### src/rtl/fetch_unit_pkg.sv
// Shared types for the instruction fetch stage.
//   word_t        : 32-bit machine word
//   fetch_state_t : fetch FSM states
//   fetch_entry_t : one buffered instruction with its PC
//   align_word()  : clears the two byte-offset bits of an address
package fetch_unit_pkg;

    localparam int unsigned BIT_WIDTH  = 32;
    localparam int unsigned INST_BYTES = 4;

    typedef logic [BIT_WIDTH-1:0] word_t;

    typedef enum logic [1:0] {
        StIdle,
        StWait,
        StFlush
    } fetch_state_t;

    typedef struct packed {
        word_t                pc;
        logic [BIT_WIDTH-1:0] inst;
    } fetch_entry_t;

    function automatic word_t align_word(input word_t addr);
        return {addr[BIT_WIDTH-1:2], 2'b00};
    endfunction

endpackage

### src/rtl/fetch_unit_if.sv
// Fetch stage signal bundle: instruction memory request/response, decode
// handshake, redirect input and fault output.
//   master : the fetch unit's view
//   slave  : the environment's view (memory, decode, execute)
interface fetch_unit_if;
    import fetch_unit_pkg::*;

    logic  imem_req;
    word_t imem_addr;
    logic  imem_ready;
    word_t imem_rdata;
    logic  inst_valid;
    word_t inst;
    word_t inst_pc;
    logic  inst_ready;
    logic  redirect_valid;
    word_t redirect_pc;
    logic  fetch_fault;

    modport master (
        output imem_req, imem_addr, inst_valid, inst, inst_pc, fetch_fault,
        input  imem_ready, imem_rdata, inst_ready, redirect_valid, redirect_pc
    );

    modport slave (
        input  imem_req, imem_addr, inst_valid, inst, inst_pc, fetch_fault,
        output imem_ready, imem_rdata, inst_ready, redirect_valid, redirect_pc
    );

endinterface

### src/rtl/fetch_unit_fifo.sv
// Instruction buffer: DEPTH-entry circular FIFO of fetch_entry_t with a
// synchronous flush that takes priority over push/pop.
//   clk, rst      : clock, asynchronous active-high reset
//   flush         : empty the buffer at this edge
//   push, wdata   : write an entry (ignored when full)
//   pop           : drop the head entry (ignored when empty)
//   rdata         : head entry
//   count/full/empty : occupancy status
module fetch_unit_fifo
    import fetch_unit_pkg::*;
#(
    parameter int unsigned DEPTH = 2
) (
    input  logic                         clk,
    input  logic                         rst,
    input  logic                         flush,
    input  logic                         push,
    input  fetch_entry_t                 wdata,
    input  logic                         pop,
    output fetch_entry_t                 rdata,
    output logic [$clog2(DEPTH+1)-1:0]   count,
    output logic                         full,
    output logic                         empty
);

    localparam int unsigned PtrW = (DEPTH > 1) ? $clog2(DEPTH) : 1;
    localparam int unsigned CntW = $clog2(DEPTH + 1);

    typedef logic [PtrW-1:0] ptr_t;
    localparam ptr_t LastPtr = ptr_t'(DEPTH - 1);

    fetch_entry_t        mem_q [DEPTH];
    ptr_t                wr_ptr_q;
    ptr_t                rd_ptr_q;
    logic [CntW-1:0]     count_q;
    logic                do_push;
    logic                do_pop;

    function automatic ptr_t ptr_inc(input ptr_t p);
        return (p == LastPtr) ? ptr_t'(0) : p + ptr_t'(1);
    endfunction

    assign full    = (count_q == CntW'(DEPTH));
    assign empty   = (count_q == '0);
    assign count   = count_q;
    assign rdata   = mem_q[rd_ptr_q];
    assign do_push = push && !full;
    assign do_pop  = pop && !empty;

    // Storage is reset so the head reads as zero straight out of reset.
    always_ff @(posedge clk or posedge rst) begin
        if (rst) begin
            wr_ptr_q <= '0;
            rd_ptr_q <= '0;
            count_q  <= '0;
            for (int i = 0; i < int'(DEPTH); i++) begin
                mem_q[i] <= '0;
            end
        end else if (flush) begin
            wr_ptr_q <= '0;
            rd_ptr_q <= '0;
            count_q  <= '0;
        end else begin
            if (do_push) begin
                mem_q[wr_ptr_q] <= wdata;
                wr_ptr_q        <= ptr_inc(wr_ptr_q);
            end
            if (do_pop) begin
                rd_ptr_q <= ptr_inc(rd_ptr_q);
            end
            count_q <= count_q + CntW'(do_push) - CntW'(do_pop);
        end
    end

endmodule

### src/rtl/fetch_unit.sv
// Instruction fetch stage. Owns the PC, keeps at most one request
// outstanding to instruction memory, buffers returned words and hands
// {inst, pc} to decode. A redirect flushes buffered and in-flight work and
// restarts fetch at the new PC; an in-flight request is never withdrawn, so
// its response is absorbed in the FLUSH state.
//   clk, rst : clock, asynchronous active-high reset
//   bus      : fetch_unit_if.master (imem_*, inst_*, redirect_*, fetch_fault)
// Build option FETCH_MISALIGN_CHECK_EN: a redirect to a non-word-aligned
// target raises a sticky fetch_fault and parks fetch in IDLE until the next
// aligned redirect. Without it the low target bits are dropped.
module fetch_unit
    import fetch_unit_pkg::*;
#(
    parameter word_t       RESET_PC   = 32'h0000_0000,
    parameter int unsigned FIFO_DEPTH = 2
) (
    input  logic         clk,
    input  logic         rst,
    fetch_unit_if.master bus
);

    localparam int unsigned CntW = $clog2(FIFO_DEPTH + 1);

`ifdef FETCH_MISALIGN_CHECK_EN
    localparam bit MisalignCheck = 1'b1;
`else
    localparam bit MisalignCheck = 1'b0;
`endif

    fetch_state_t    state_q;
    word_t           pc_q;
    word_t           addr_q;
    logic            fault_q;

    fetch_entry_t    head;
    fetch_entry_t    push_entry;
    logic [CntW-1:0] count;
    logic [CntW-1:0] count_next;
    logic            full;
    logic            empty;
    logic            push;
    logic            pop;
    logic            full_after;
    logic            redir_bad;
    logic            fault_next;

    assign redir_bad  = MisalignCheck && (bus.redirect_pc[1:0] != 2'b00);
    assign fault_next = bus.redirect_valid ? redir_bad : fault_q;

    // A redirect kills both the incoming response and any decode pop.
    assign push = (state_q == StWait) && bus.imem_ready && !bus.redirect_valid;
    assign pop  = !empty && bus.inst_ready && !bus.redirect_valid;

    assign push_entry = '{pc: pc_q, inst: bus.imem_rdata};
    assign count_next = count + CntW'(push) - CntW'(pop);
    assign full_after = (count_next == CntW'(FIFO_DEPTH));

    fetch_unit_fifo #(
        .DEPTH (FIFO_DEPTH)
    ) u_fifo (
        .clk   (clk),
        .rst   (rst),
        .flush (bus.redirect_valid),
        .push  (push),
        .wdata (push_entry),
        .pop   (pop),
        .rdata (head),
        .count (count),
        .full  (full),
        .empty (empty)
    );

    always_ff @(posedge clk or posedge rst) begin
        if (rst) begin
            state_q <= StIdle;
            pc_q    <= RESET_PC;
            addr_q  <= '0;
            fault_q <= 1'b0;
        end else begin
            fault_q <= fault_next;

            if (bus.redirect_valid) begin
                pc_q <= align_word(bus.redirect_pc);
            end else if (push) begin
                pc_q <= pc_q + word_t'(INST_BYTES);
            end

            unique case (state_q)
                StIdle: begin
                    if (bus.redirect_valid) begin
                        state_q <= fault_next ? StIdle : StWait;
                    end else if (!fault_q && !full) begin
                        state_q <= StWait;
                    end
                end
                StWait: begin
                    if (bus.redirect_valid) begin
                        if (bus.imem_ready) begin
                            state_q <= fault_next ? StIdle : StWait;
                        end else begin
                            // Keep presenting the old address until it completes.
                            addr_q  <= pc_q;
                            state_q <= StFlush;
                        end
                    end else if (bus.imem_ready) begin
                        state_q <= full_after ? StIdle : StWait;
                    end
                end
                StFlush: begin
                    if (bus.imem_ready) begin
                        state_q <= fault_next ? StIdle : StWait;
                    end
                end
                default: state_q <= StIdle;
            endcase
        end
    end

    assign bus.imem_req    = (state_q != StIdle);
    assign bus.imem_addr   = (state_q == StFlush) ? addr_q : pc_q;
    assign bus.inst_valid  = !empty;
    assign bus.inst        = head.inst;
    assign bus.inst_pc     = head.pc;
    assign bus.fetch_fault = fault_q;

endmodule
### src/flat_wrapper.sv
// flat-port wrapper written by rule: the top's interface ports become plain ports
module fetch_unit_flat import fetch_unit_pkg::*;
#(
    parameter word_t       RESET_PC   = 32'h0000_0000,
    parameter int unsigned FIFO_DEPTH = 2
)
  (clk, rst, bus_imem_req, bus_imem_addr, bus_inst_valid, bus_inst, bus_inst_pc, bus_fetch_fault, bus_imem_ready, bus_imem_rdata, bus_inst_ready, bus_redirect_valid, bus_redirect_pc);
  fetch_unit_if bus_i ();
  input  logic clk;
  input  logic rst;
  output wire logic [$bits(bus_i.imem_req)-1:0] bus_imem_req;
  output wire logic [$bits(bus_i.imem_addr)-1:0] bus_imem_addr;
  output wire logic [$bits(bus_i.inst_valid)-1:0] bus_inst_valid;
  output wire logic [$bits(bus_i.inst)-1:0] bus_inst;
  output wire logic [$bits(bus_i.inst_pc)-1:0] bus_inst_pc;
  output wire logic [$bits(bus_i.fetch_fault)-1:0] bus_fetch_fault;
  input wire logic [$bits(bus_i.imem_ready)-1:0] bus_imem_ready;
  input wire logic [$bits(bus_i.imem_rdata)-1:0] bus_imem_rdata;
  input wire logic [$bits(bus_i.inst_ready)-1:0] bus_inst_ready;
  input wire logic [$bits(bus_i.redirect_valid)-1:0] bus_redirect_valid;
  input wire logic [$bits(bus_i.redirect_pc)-1:0] bus_redirect_pc;
  assign bus_imem_req = bus_i.imem_req;
  assign bus_imem_addr = bus_i.imem_addr;
  assign bus_inst_valid = bus_i.inst_valid;
  assign bus_inst = bus_i.inst;
  assign bus_inst_pc = bus_i.inst_pc;
  assign bus_fetch_fault = bus_i.fetch_fault;
  assign bus_i.imem_ready = bus_imem_ready;
  assign bus_i.imem_rdata = bus_imem_rdata;
  assign bus_i.inst_ready = bus_inst_ready;
  assign bus_i.redirect_valid = bus_redirect_valid;
  assign bus_i.redirect_pc = bus_redirect_pc;
  fetch_unit #(.RESET_PC(RESET_PC), .FIFO_DEPTH(FIFO_DEPTH)) u_core (.clk(clk), .rst(rst), .bus(bus_i));
endmodule
### config.mk
export PLATFORM = sky130hd
export DESIGN_NAME = fetch_unit_flat
export DESIGN_NICKNAME = d
export VERILOG_FILES = /design/src/rtl/fetch_unit_pkg.sv /design/src/rtl/fetch_unit_if.sv /design/src/rtl/fetch_unit_fifo.sv /design/src/rtl/fetch_unit.sv /design/src/flat_wrapper.sv
export SDC_FILE = /design/constraint.sdc
export NUM_CORES = 1
export LEC_CHECK = 0
export BUFFER_PORTS_ARGS = -buffer_cell sky130_fd_sc_hd__buf_2
export CAP_MARGIN = 20
export CORE_MARGIN = 2
export CORE_UTILIZATION = 50
export CTS_BUF_LIST = sky130_fd_sc_hd__clkbuf_2 sky130_fd_sc_hd__clkbuf_4 sky130_fd_sc_hd__clkbuf_8
export DETAILED_ROUTE_END_ITERATION = 10
export HOLD_SLACK_MARGIN = 0.08
export PLACE_DENSITY_LB_ADDON = 0.25
export SLEW_MARGIN = 10
export SYNTH_ARGS = -nofsm -noshare
export SYNTH_HDL_FRONTEND = slang
export SYNTH_SLANG_ARGS = --single-unit
### constraint.sdc
create_clock -name clk -period 6.3 [get_ports clk]
set_input_delay 0.63 -clock clk [delete_from_list [all_inputs] [get_ports clk]]
set_output_delay 0.63 -clock clk [all_outputs]
set_load 0.005 [all_outputs]
==> Word-level counts from Yosys, hierarchy flattened <==
Index checks and enable logic that the tools add are counted.
{ "op_classes": {"add_sub_neg": 7, "n_mul": 0, "div": 0, "n_lt_le_gt_ge": 3, "n_eq_ne": 7, "shifts": 0, "mux": 26, "bitwise_logic": 4, "reduce_logical": 21} }
{ "ops": {"columns": ["operator", "count"], "rows": [
  ["$mux W64", 4],
  ["$bwmux W128", 1],
  ["$mux W32", 3],
  ["$demux W64 S1", 1],
  ["$add A32 B3 Y32 const B", 1],
  ["$mux W2", 7],
  ["$mux W1", 9],
  ["$logic_and A1 B1 Y1", 8],
  ["$reduce_bool A2 Y1", 4],
  ["$eq A2 B2 Y1 const B", 3],
  ["$pmux W2 S3", 1],
  ["$reduce_and A3 Y1", 2],
  ["$add A2 B1 Y2", 2],
  ["$ge A2 B2 Y1 const B", 2],
  ["$logic_not A1 Y1", 4],
  ["$logic_not A2 Y1", 2],
  ["$not A1 Y2", 2],
  ["$sub A2 B1 Y2", 2],
  ["$ne A3 B2 Y1 const B", 1],
  ["$ne A3 B3 Y1 const B", 1],
  ["$add A1 B1 Y1 const B", 2],
  ["$eq A2 B1 Y1 const B", 1],
  ["$lt A2 B1 Y1 const B", 1],
  ["$ne A2 B2 Y1 const B", 1],
  ["other kinds (2)", 3]
]} }
{ "word_totals": {"register_bits": 199, "latch_bits": 0, "mem_bits_rw": 0, "mem_bits_ro": 0, "in_bits": 69, "output_inout_bits": 99, "word_cells": 79, "mem_count": 0} }

==> Logic depth before layout (Yosys ltp) <==
Gate-level depths: netlist of run 1.
{ "depth": {"ltp_word": 10, "ltp_mapped": 11, "ltp_nobuf": 10} }

==> Hierarchy <==
From an unflattened synthesis of run 1, not the netlist that was laid out.
{ "hier_totals": {"hier_cells": 698, "area_unflattened_um2": 9195.1} }
{ "by_module_without_submodules": {"columns": ["mod", "n_inst", "cells_per_inst", "area_per_inst_um2", "seq_area_each_um2"], "rows": [
  ["fetch_unit_fifo", 1, 366, 5746.8, 3303.2],
  ["fetch_unit", 1, 332, 3448.3, 1576.5]
]} }

==> Least setup slack after synthesis of run 1 <==
No wires, ideal clock.
{ "synth_timing": {"kind": "input to register", "start": "in bus_redirect_valid", "end": "reg u_core.state_q[0]", "setup_time_ns": 0.131, "arrival_time_ns": 2.523, "t_required_ns": 6.169, "setup_slack_ns": 3.646, "stages": 11, "n_path_buf": 3, "cell_sequence": "buf_2 -> buf_1 -> buf_1 -> nor2_1 -> ha_1 -> inv_1 -> ha_1 -> xnor2_1 -> xnor2_1 -> nor4b_1 -> o32ai_1"} }
{ "synth_via": {"elab_chain_cells": 9, "word_cells_on_any_way": 18, "classes_between": "add/sub (2); eq/ne (3); mux (9); reduce/logical (4)"} }
{ "synth_rtl": {"columns": ["element", "line", "source"], "rows": [
  ["start: declaration", "flat_wrapper.sv:20", "input wire logic [$bits(bus_i.redirect_valid)-1:0] bus_redirect_valid;"],
  ["$logic_not A1 Y1", "fetch_unit.sv:51, fetch_unit.sv:52", null],
  ["$logic_and A1 B1 Y1", "fetch_unit.sv:51", "assign push = (state_q == StWait) && bus.imem_ready && !bus.redirect_valid;"],
  ["$add A2 B1 Y2", "fetch_unit.sv:55", "assign count_next = count + CntW'(push) - CntW'(pop);"],
  ["$sub A2 B1 Y2", "fetch_unit.sv:55", null],
  ["$eq A2 B2 Y1", "fetch_unit.sv:56", "assign full_after = (count_next == CntW'(FIFO_DEPTH));"],
  ["$mux W1", "fetch_unit.sv:106", "state_q <= full_after ? StIdle : StWait;"],
  ["$mux W2", "fetch_unit.sv:105", "end else if (bus.imem_ready) begin"],
  ["$mux W2", "fetch_unit.sv:97", "if (bus.redirect_valid) begin"],
  ["$pmux W2 S3", "fetch_unit.sv:88", "unique case (state_q)"],
  ["end signal: assignment", "fetch_unit.sv:91", "state_q <= fault_next ? StIdle : StWait;"],
  ["end signal: assignment", "fetch_unit.sv:99", "state_q <= fault_next ? StIdle : StWait;"],
  ["end signal: assignment", "fetch_unit.sv:106", null],
  ["end: declaration", "fetch_unit.sv:30", "fetch_state_t state_q;"]
]} }
Several ways; a longest one is shown, not always the timed one. The select of a mux whose other input is x is not followed.
A chain may end at the register's enable or synchronous reset.

==> Worst setup path in the final report of run 1 <==
{ "layout_timing": {"start": "reg u_core.u_fifo.rd_ptr_q", "end": "out bus_inst_pc[19]"} }
{ "layout_via": {"elab_chain_cells": 4} }
{ "layout_rtl": {"columns": ["element", "line", "source"], "rows": [
  ["start: declaration", "fetch_unit_fifo.sv:34", "ptr_t rd_ptr_q;"],
  ["start signal: assignment", "fetch_unit_fifo.sv:69", "rd_ptr_q <= ptr_inc(rd_ptr_q);"],
  ["$not A1 Y2 (not written as such)", "fetch_unit_fifo.sv:46", "assign rdata = mem_q[rd_ptr_q];"],
  ["$mux W64 (not written as such) (3 in series)", "fetch_unit_fifo.sv:46", null],
  ["end: declaration", "flat_wrapper.sv:15", "output wire logic [$bits(bus_i.inst_pc)-1:0] bus_inst_pc;"]
]} }
Every way passes these cells. The select of a mux whose other input is x is not followed.

==> results by group, run 1 <==
Synthesis
  – Post-Synth Adder-Cell Area: 0.6897%
  – Register area share after synthesis: between 50% and 60%
  – Post-synthesis mux area share: 30.03%
  – Post-Synth Simple-Gate Area: under 10%
  – Synth area leaders: dfrtp_1 (53%), mux2_2 (30%), clkbuf_1 (1.4%)
  – Post-Synthesis Mean Instance Area: ~13 um2
  – Synth Register Bits: 191
  – Share of the synthesized area in the top cell type: 52.69%
  – Cell Area, Synth: 0.009071 mm2
  – Main combinational cell family by area after synthesis: multiplexers
  – Syn Inst Count: just over 700
  – Yosys cell types: 45
  – Post-synth top area cell: dfrtp_1
  – Post-synthesis xor/xnor area fraction: ~1.4%
  – Compound-Gate Fraction of Synth Area: 4.152%
  – Yosys Warn Count: 0

Global routing
  – Initial antenna violation count: 0
  – Met2 usage in global routing: 36.24%
  – Top Usage Layer GRT: met2
  – Grt met1 use: 28.68%
  – Met3 Use GR: under 10%
  – Vias in the first global route: around 6500
  – First-pass GRT wire length: 33550 um
  – Largest net degree at the start of global routing: approximately 130
  – GRT Util Overall: 21.64%
  – Congestion Overflow GR: 0

Floorplan
  – Rows: 49
  – Top Ports: 168
  – Die area: between 0.015 and 0.02 mm2
  – Die height: about 140 um
  – Die Wd: 138.7 um
  – Initial Util: 50.67%
  – Core Area: 0.01790 mm2

Final layout
  – Fin nets: between 900 and 1000
  – Util after Layout: about three fifths
  – Share of layout cells above drive strength 1: 52.91%
  – Diode count: 0
  – Number of fill cells: 1504
  – Commonest non-fill, non-tap cell in the layout: mux2_2
  – Commonest non-fill, non-tap cells in the layout: mux2_2 (241), dfrtp_1 (190), buf_2 (161)
  – P&R area growth vs syn: 15.20%
  – Post-route cell area: about 0.010 mm2

Setup path
  – Critical path class: flop to output pin
  – Crit path DAT: 2.48 ns
  – Kind of end point of the critical path: output pin
  – CP max-delay cell: dfrtp_2
  – Worst path cell trace: buf_4 > mux2_2 > buf_2
  – Max incr delay on CP: 0.80 ns
  – Crit start category: flop
  – Worst-path fanout max: 40
  – Worst EP required: 5.67 ns

Timing
  – Max-slew headroom: 32.10%
  – Final hold violations: 0
  – Fmax achieved: ~320 MHz
  – RSZ-0062 raised after global routing: no
  – Period Utilization, post-route: 49.38%
  – Fin. max-slew vios: 0
  – Worst-case hold slack: roughly 0.34 ns
  – Final worst slack: 3.189 ns
  – Tmin final: 3.111 ns
  – Measured slew at the worst slew-check pin: 1.017 ns
  – Setup_tns: 0 ns
  – Clock Skew: 0.007901 ns
  – Final setup viols: 0

Power and ir drop
  – Max VDD drop: 0.2056 mV
  – Static Leak: 4.605 nW
  – Pwr dens: 414.0 mW/mm2

Detailed routing
  – # DRC: 0
  – Initial DRT Pass Iterations: 4
  – Drt via density: 5.630
  – Routed length per placed instance: approximately 19 um
  – Drt total wl: around 20000 um
  – Via count: ~6000
  – Final ANT Viol Nets: 0
  – DRC marker count from the first detailed-route iteration: 263

CTS
  – Cts repair resizes: 0
  – Max H-tree Level: 4
  – Clock-pin slew on the worst setup and hold paths: 0.09 ns
  – CTS Sinks: around 190
  – Root Driver: clkbuf_8
  – TritonCTS buffer count: 17
  – Worst-Skew Late Latency: about 0.47 ns
  – Setup bufs post-CTS: 0
  – CTS tree: built
  – # hold bufs at CTS: 0
  – Maximum root-to-sink buffer count: 2

Status
  – Status: finished, final reports clean

Place
  – Place WS: 2.977 ns
  – Gp weighted congestion: 0.8141
  – Placed Area: ~0.01 mm2
  – # port buffers: about 160
  – Dpl hpwl: 13540 um

Worst hold path
  – Worst min path class: primary input to asynchronous set/reset pin

Run
  – Maxcap violations: 0
## cell usage after synthesis
| cell type | number |
|---|---|
| nor2_2 | 1 |
| mux2_2 | 241 |
| a31oi_1 | 14 |
| buf_1 | 6 |
| or3_4 | 1 |
| a221o_1 | 1 |
| nand3_2 | 1 |
| buf_4 | 4 |
| nand3b_4 | 1 |
| dfrtp_1 | 191 |
| buf_2 | 10 |
| nor3_1 | 5 |
| a221oi_1 | 2 |
| xnor2_1 | 9 |
| nor2_1 | 22 |
| clkbuf_2 | 1 |
| nor4_1 | 8 |
| nand4b_1 | 2 |
| clkbuf_1 | 35 |
| o211ai_1 | 2 |
| or4_1 | 14 |
| o21ai_0 | 20 |
| or2_2 | 2 |
| xor2_1 | 6 |
| o22ai_1 | 1 |
| or4_4 | 1 |
| inv_1 | 13 |
| o41ai_1 | 1 |
| and3b_1 | 1 |
| conb_1 | 1 |
| ha_1 | 5 |
| or3_1 | 1 |
| nor4b_1 | 2 |
| nor2b_1 | 6 |
| a21o_1 | 1 |
| nand3_1 | 13 |
| o21a_1 | 2 |
| mux2i_1 | 1 |
| o32ai_1 | 1 |
| and3_1 | 2 |
| a21oi_1 | 2 |
| o31ai_1 | 12 |
| nand4_1 | 9 |
| nand2_1 | 33 |
| and4_1 | 3 |
## registers in the layout (all words and copies together) (netlist names)
| register | count |
|---|---|
| u_core.state_q | 2 |
| u_core.u_fifo.mem_q | 124 |
| u_core.u_fifo.wr_ptr_q | 1 |
| u_core.u_fifo.count | 2 |
| u_core.pc_q | 30 |
| u_core.bus.fetch_fault | 1 |
| u_core.u_fifo.rd_ptr_q | 1 |
| u_core.addr_q | 30 |
## layout make-up
| type | count | area, um2 | share of cell area, % |
|---|---|---|---|
| clock buffer | 20 | 275.3 | 2.634 |
| clock inverter | 12 | 110.1 | 1.054 |
| multi-input combinational | 453 | 4035 | 38.61 |
| inverter | 13 | 56.30 | 0.5388 |
| sequential | 191 | 4781 | 45.75 |
| timing repair buffer | 169 | 905.9 | 8.669 |
| tap | 229 | 286.5 | 2.742 |
## critical path, delay by kind of cell (launching register included)
family	cells	cell delay [ns]
buf+inv	2	0.74
flops	1	0.80
mux	1	0.43
## path summary, 6_finish.rpt
path / start / slack [ns] / cells past startpoint / end
setup / recovery: u_core.u_fifo.rd_ptr_q / 3.19 / 3 / bus_inst_pc[19]
hold / removal: rst / 0.34 / 2 / u_core.u_fifo.mem_q[79]
setup reg to reg: u_core.state_q[0] / 3.59 / 6 / u_core.u_fifo.mem_q[67]
hold reg to reg: u_core.u_fifo.mem_q[63] / 0.51 / 1 / u_core.u_fifo.mem_q[63]
max in group asynchronous: rst / 4.54 / 3 / u_core.u_fifo.rd_ptr_q
min in group clk: bus_redirect_pc[9] / 0.37 / 3 / u_core.pc_q[9]
## metal layers
layer	wire length, um	part of all wire, %
met5	0	0
met4	248	1.2
met3	1010	5.0
met2	9926	49
met1	9155	45
## metrics by stage
step,cells,power (mW)
2_1_floorplan,713,3.004
3_3_place_gp,1053,3.461
3_5_place_dp,1054,3.577
4_1_cts,1086,4.366
5_1_grt,1087,4.606
6_report,1087,4.326
## report_power, final
part	switching, mW	internal, mW	total [mW]
clock	0.438	0.345	0.782
combinational	0.584	0.923	1.51
sequential	0.303	1.73	2.04
total	1.32	3.00	4.33
## logic make-up (layout without fill, tap and decap cells)
kind of cell / after synthesis / count (layout)
AOI/OAI and AO/OA: 59 / 59
xor gates and xnor gates: 15 / 15
adders and majority gates: 5 / 5
buffers and inverters: 69 / 214
DFF: 191 / 191
muxes: 242 / 242
other: 1 / 4
and+or+nand+nor: 128 / 128
(Power assumes the default switching activity.)
==> run 2, diff against run 1 <==
==> constraint.sdc (replaced) <==
create_clock -name clk -period 2.65 [get_ports clk]
set_input_delay 0.265 -clock clk [delete_from_list [all_inputs] [get_ports clk]]
set_output_delay 0.265 -clock clk [all_outputs]
set_load 0.005 [all_outputs]
==> run 2 against run 1 <==
- flip-flop and latch count is the same
- count of clock-buffer cells in the layout is 1 higher
- largest power group unchanged
- global-route usage rose by 0.81 points
- sequential share of layout area shrank 3.0 points
- final area is 7.0% higher
- wire length grew 3.4%
- via count rose by 5.0%
- core utilization rose by 4.1 points
- total power is 140% higher
==> results by group, run 2 (synthesized netlist as in run 1, its figures left out) <==
Place
  – # port buffers: 161 (unchanged)
  – Gp weighted congestion: 0.8434 (+3.6%)
  – Placed Area: 0.01015 mm2 (+1.1%)
  – Dpl hpwl: 13900 um (+2.7%)

Floorplan
  – Die Wd: 138.7 um (unchanged)
  – Core Area: 0.01790 mm2 (unchanged)
  – Rows: 49 (unchanged)
  – Die height: 138.7 um (unchanged)
  – Initial Util: 50.67% (unchanged)
  – Top Ports: 168 (unchanged)
  – Die area: 0.01924 mm2 (unchanged)

Setup path
  – Max incr delay on CP: 0.53 ns (-0.27 ns)
  – Worst EP required: 2.99 ns (-2.68 ns)
  – Crit start category: flop
  – RR Startpoint: u_core.state_q[0]
  – Critical path class: flop to flop
  – R2r endpoint: u_core.state_q[0]
  – Critical Path Stages: 9 (+6)
  – Critical path buffers and inverters: 1 (-1)
  – CP max-delay cell: dfrtp_1
  – Worst path top cell family by delay: simple AND/OR/NAND/NOR gates
  – Kind of end point of the critical path: flop
  – Reg2reg setup slack: 0.21 ns (-3.38 ns)
  – Worst path cell trace: and3b_1 > nand2_1 > ha_1 > inv_1 > ha_1 > xnor2_1 > xnor2_1 > nor4b_1 > o32ai_1
  – FF-to-FF path depth: 9 (+3)
  – Worst-path fanout max: 7 (-83%)
  – CP startpoint: u_core.state_q[0]
  – Crit path DAT: 2.78 ns (+0.30 ns)

Global routing
  – Top Usage Layer GRT: met2
  – Vias in the first global route: 6874 (+6.0%)
  – Grt met1 use: 27.88% (-0.80 points)
  – First-pass GRT wire length: 34710 um (+3.5%)
  – Congestion Overflow GR: 0 (unchanged)
  – GRT Util Overall: 22.45% (+0.81 points)
  – Largest net degree at the start of global routing: 118 (-7.1%)
  – Initial antenna violation count: 1 (+1)
  – Met2 usage in global routing: 39.76% (+3.5 points)
  – Met3 Use GR: 5.214% (+0.48 points)

CTS
  – CTS Sinks: 191 (unchanged)
  – Setup bufs post-CTS: 0 (unchanged)
  – TritonCTS buffer count: 17 (unchanged)
  – Worst-Skew Late Latency: 0.48 ns (about the same)
  – # hold bufs at CTS: 61 (+61)
  – Clock-pin slew on the worst setup and hold paths: 0.09 ns (about the same)
  – Max H-tree Level: 4 (unchanged)
  – Maximum root-to-sink buffer count: 2 (unchanged)
  – CTS tree: built
  – Cts repair resizes: 0 (unchanged)
  – Root Driver: clkbuf_8

Run
  – Maxcap violations: 0 (unchanged)

Detailed routing
  – # DRC: 0 (unchanged)
  – Via count: 6423 (+5.0%)
  – Drt total wl: 21030 um (+3.4%)
  – Final ANT Viol Nets: 0 (unchanged)
  – DRC marker count from the first detailed-route iteration: 295 (+12%)
  – Initial DRT Pass Iterations: 4 (unchanged)
  – Routed length per placed instance: 18.18 um (-2.9%)
  – Drt via density: 5.551 (-1.4%)

Final layout
  – Number of fill cells: 1400 (-6.9%)
  – Commonest non-fill, non-tap cell in the layout: mux2_2
  – Leading registers by flop count: u_core.u_fifo.mem_q: 124 flops, u_core.addr_q: 30 flops, u_core.pc_q: 30 flops
  – FF+latch area: 0.004781 mm2 (unchanged)
  – Biggest register: u_core.u_fifo.mem_q
  – Area of the multi-input gates: 0.004035 mm2 (unchanged)
  – P&R area growth vs syn: 23.30%
  – Commonest non-fill, non-tap cells in the layout: mux2_2 (241), dfrtp_1 (190), buf_2 (161)
  – Diode count: 0 (unchanged)
  – Fin nets: 990 (+7.7%)
  – Share of layout cells above drive strength 1: 49.78% (-3.1 points)
  – Max FFs per register: 124 (unchanged)
  – Post-route cell area: 0.01118 mm2 (+7.0%)

Timing
  – Final hold violations: 0 (unchanged)
  – Final setup viols: 0 (unchanged)
  – Clock Skew: 0.01329 ns (+0.005394 ns)
  – Period Utilization, post-route: 92.19%
  – RSZ-0062 raised after global routing: no
  – Max-slew headroom: 57.18% (+25 points)
  – Fmax achieved: 409.3 MHz
  – Tmin final: 2.443 ns
  – Fin. max-slew vios: 0 (unchanged)
  – Measured slew at the worst slew-check pin: 0.6424 ns (-0.3750 ns)

Power and ir drop
  – Max VDD drop: 0.4339 mV (+110%)
  – Static Leak: 4.927 nW (+7.0%)
  – Pwr Total: 10.55 mW (+140%)
  – Pwr dens: 942.9 mW/mm2 (+130%)

Worst hold path
  – Worst hold start: bus_redirect_pc[30]
  – Hold Crit Endpoint: u_core.pc_q[30]
  – Hold path depth: 3
  – Worst min path class: primary input to flop

Status
  – Status: finished, final reports clean
[run 2: cell types whose count changed in the layout (fill, tap and decap cells not counted)]
| cell | delta |
|---|---|
| inv_8 | -1 |
| clkbuf_8 | -1 |
| dlygate4sd3_1 | +62 |
| buf_16 | -2 |
| buf_12 | +5 |
| clkinv_4 | -3 |
| bufinv_16 | +2 |
| clkbuf_4 | +2 |
| buf_4 | +6 |
[run 2: worst reg2reg max path, stage by stage (launching register included)]
cell and delay (ns):
dfrtp_1 0.53, and3b_1 0.37, nand2_1 0.11, ha_1 0.28, inv_1 0.04, ha_1 0.18
xnor2_1 0.17, xnor2_1 0.14, nor4b_1 0.32, o32ai_1 0.16
[run 2: where the power goes]
group,switching (mW),internal [mW]
Sequential,0.716,4.12
Combinational,1.43,2.27
Clock,1.01,0.996
Total,3.16,7.39
[run 2: worst max path at each step]
stage                         to  slack, ns
2_1_floorplan  u_core.addr_q[10]      -0.08
3_3_place_gp   u_core.state_q[0]       0.43
3_5_place_dp   u_core.state_q[0]       0.28
4_1_cts        u_core.state_q[0]       0.23
5_1_grt        u_core.state_q[0]       0.10
6_report       u_core.state_q[0]       0.21
[run 2: final cells by class]
class / instances / area share [%]
inverters: 13 / 0.4699
flip-flops and latches: 191 / 42.75
clock inverters: 10 / 1.219
clock buffers: 21 / 2.472
repair buffers: 240 / 14.45
multi-input cells: 453 / 36.08
well taps: 229 / 2.562
[run 2: through the flow]
step / hold WS, ns / utilization (%) / cells / TNS (ns) / worst slack [ns]
global route: 0.1239 / 62.48 / 1157 / 0 / 0.1048
CTS: 0.08402 / 62.42 / 1156 / 0 / 0.2277
global placement: 0.4479 / 56.70 / 1064 / 0 / 0.4259
detailed placement: 0.4549 / 56.70 / 1064 / 0 / 0.2818
floorplan: 0.3849 / - / 713 / -14.79 / -0.07745
finish: 0.1243 / 62.48 / 1157 / 0 / 0.2070
[run 2: per-layer routing]
layer | wire, um | vias to the layer above | share of wire (%)
met5 | 0 | - | 0
met4 | 263 | 0 | 1.3
met3 | 965 | 20 | 4.6
met2 | 10830 | 140 | 51
met1 | 8978 | 3293 | 43
li1 | - | 2970 | -
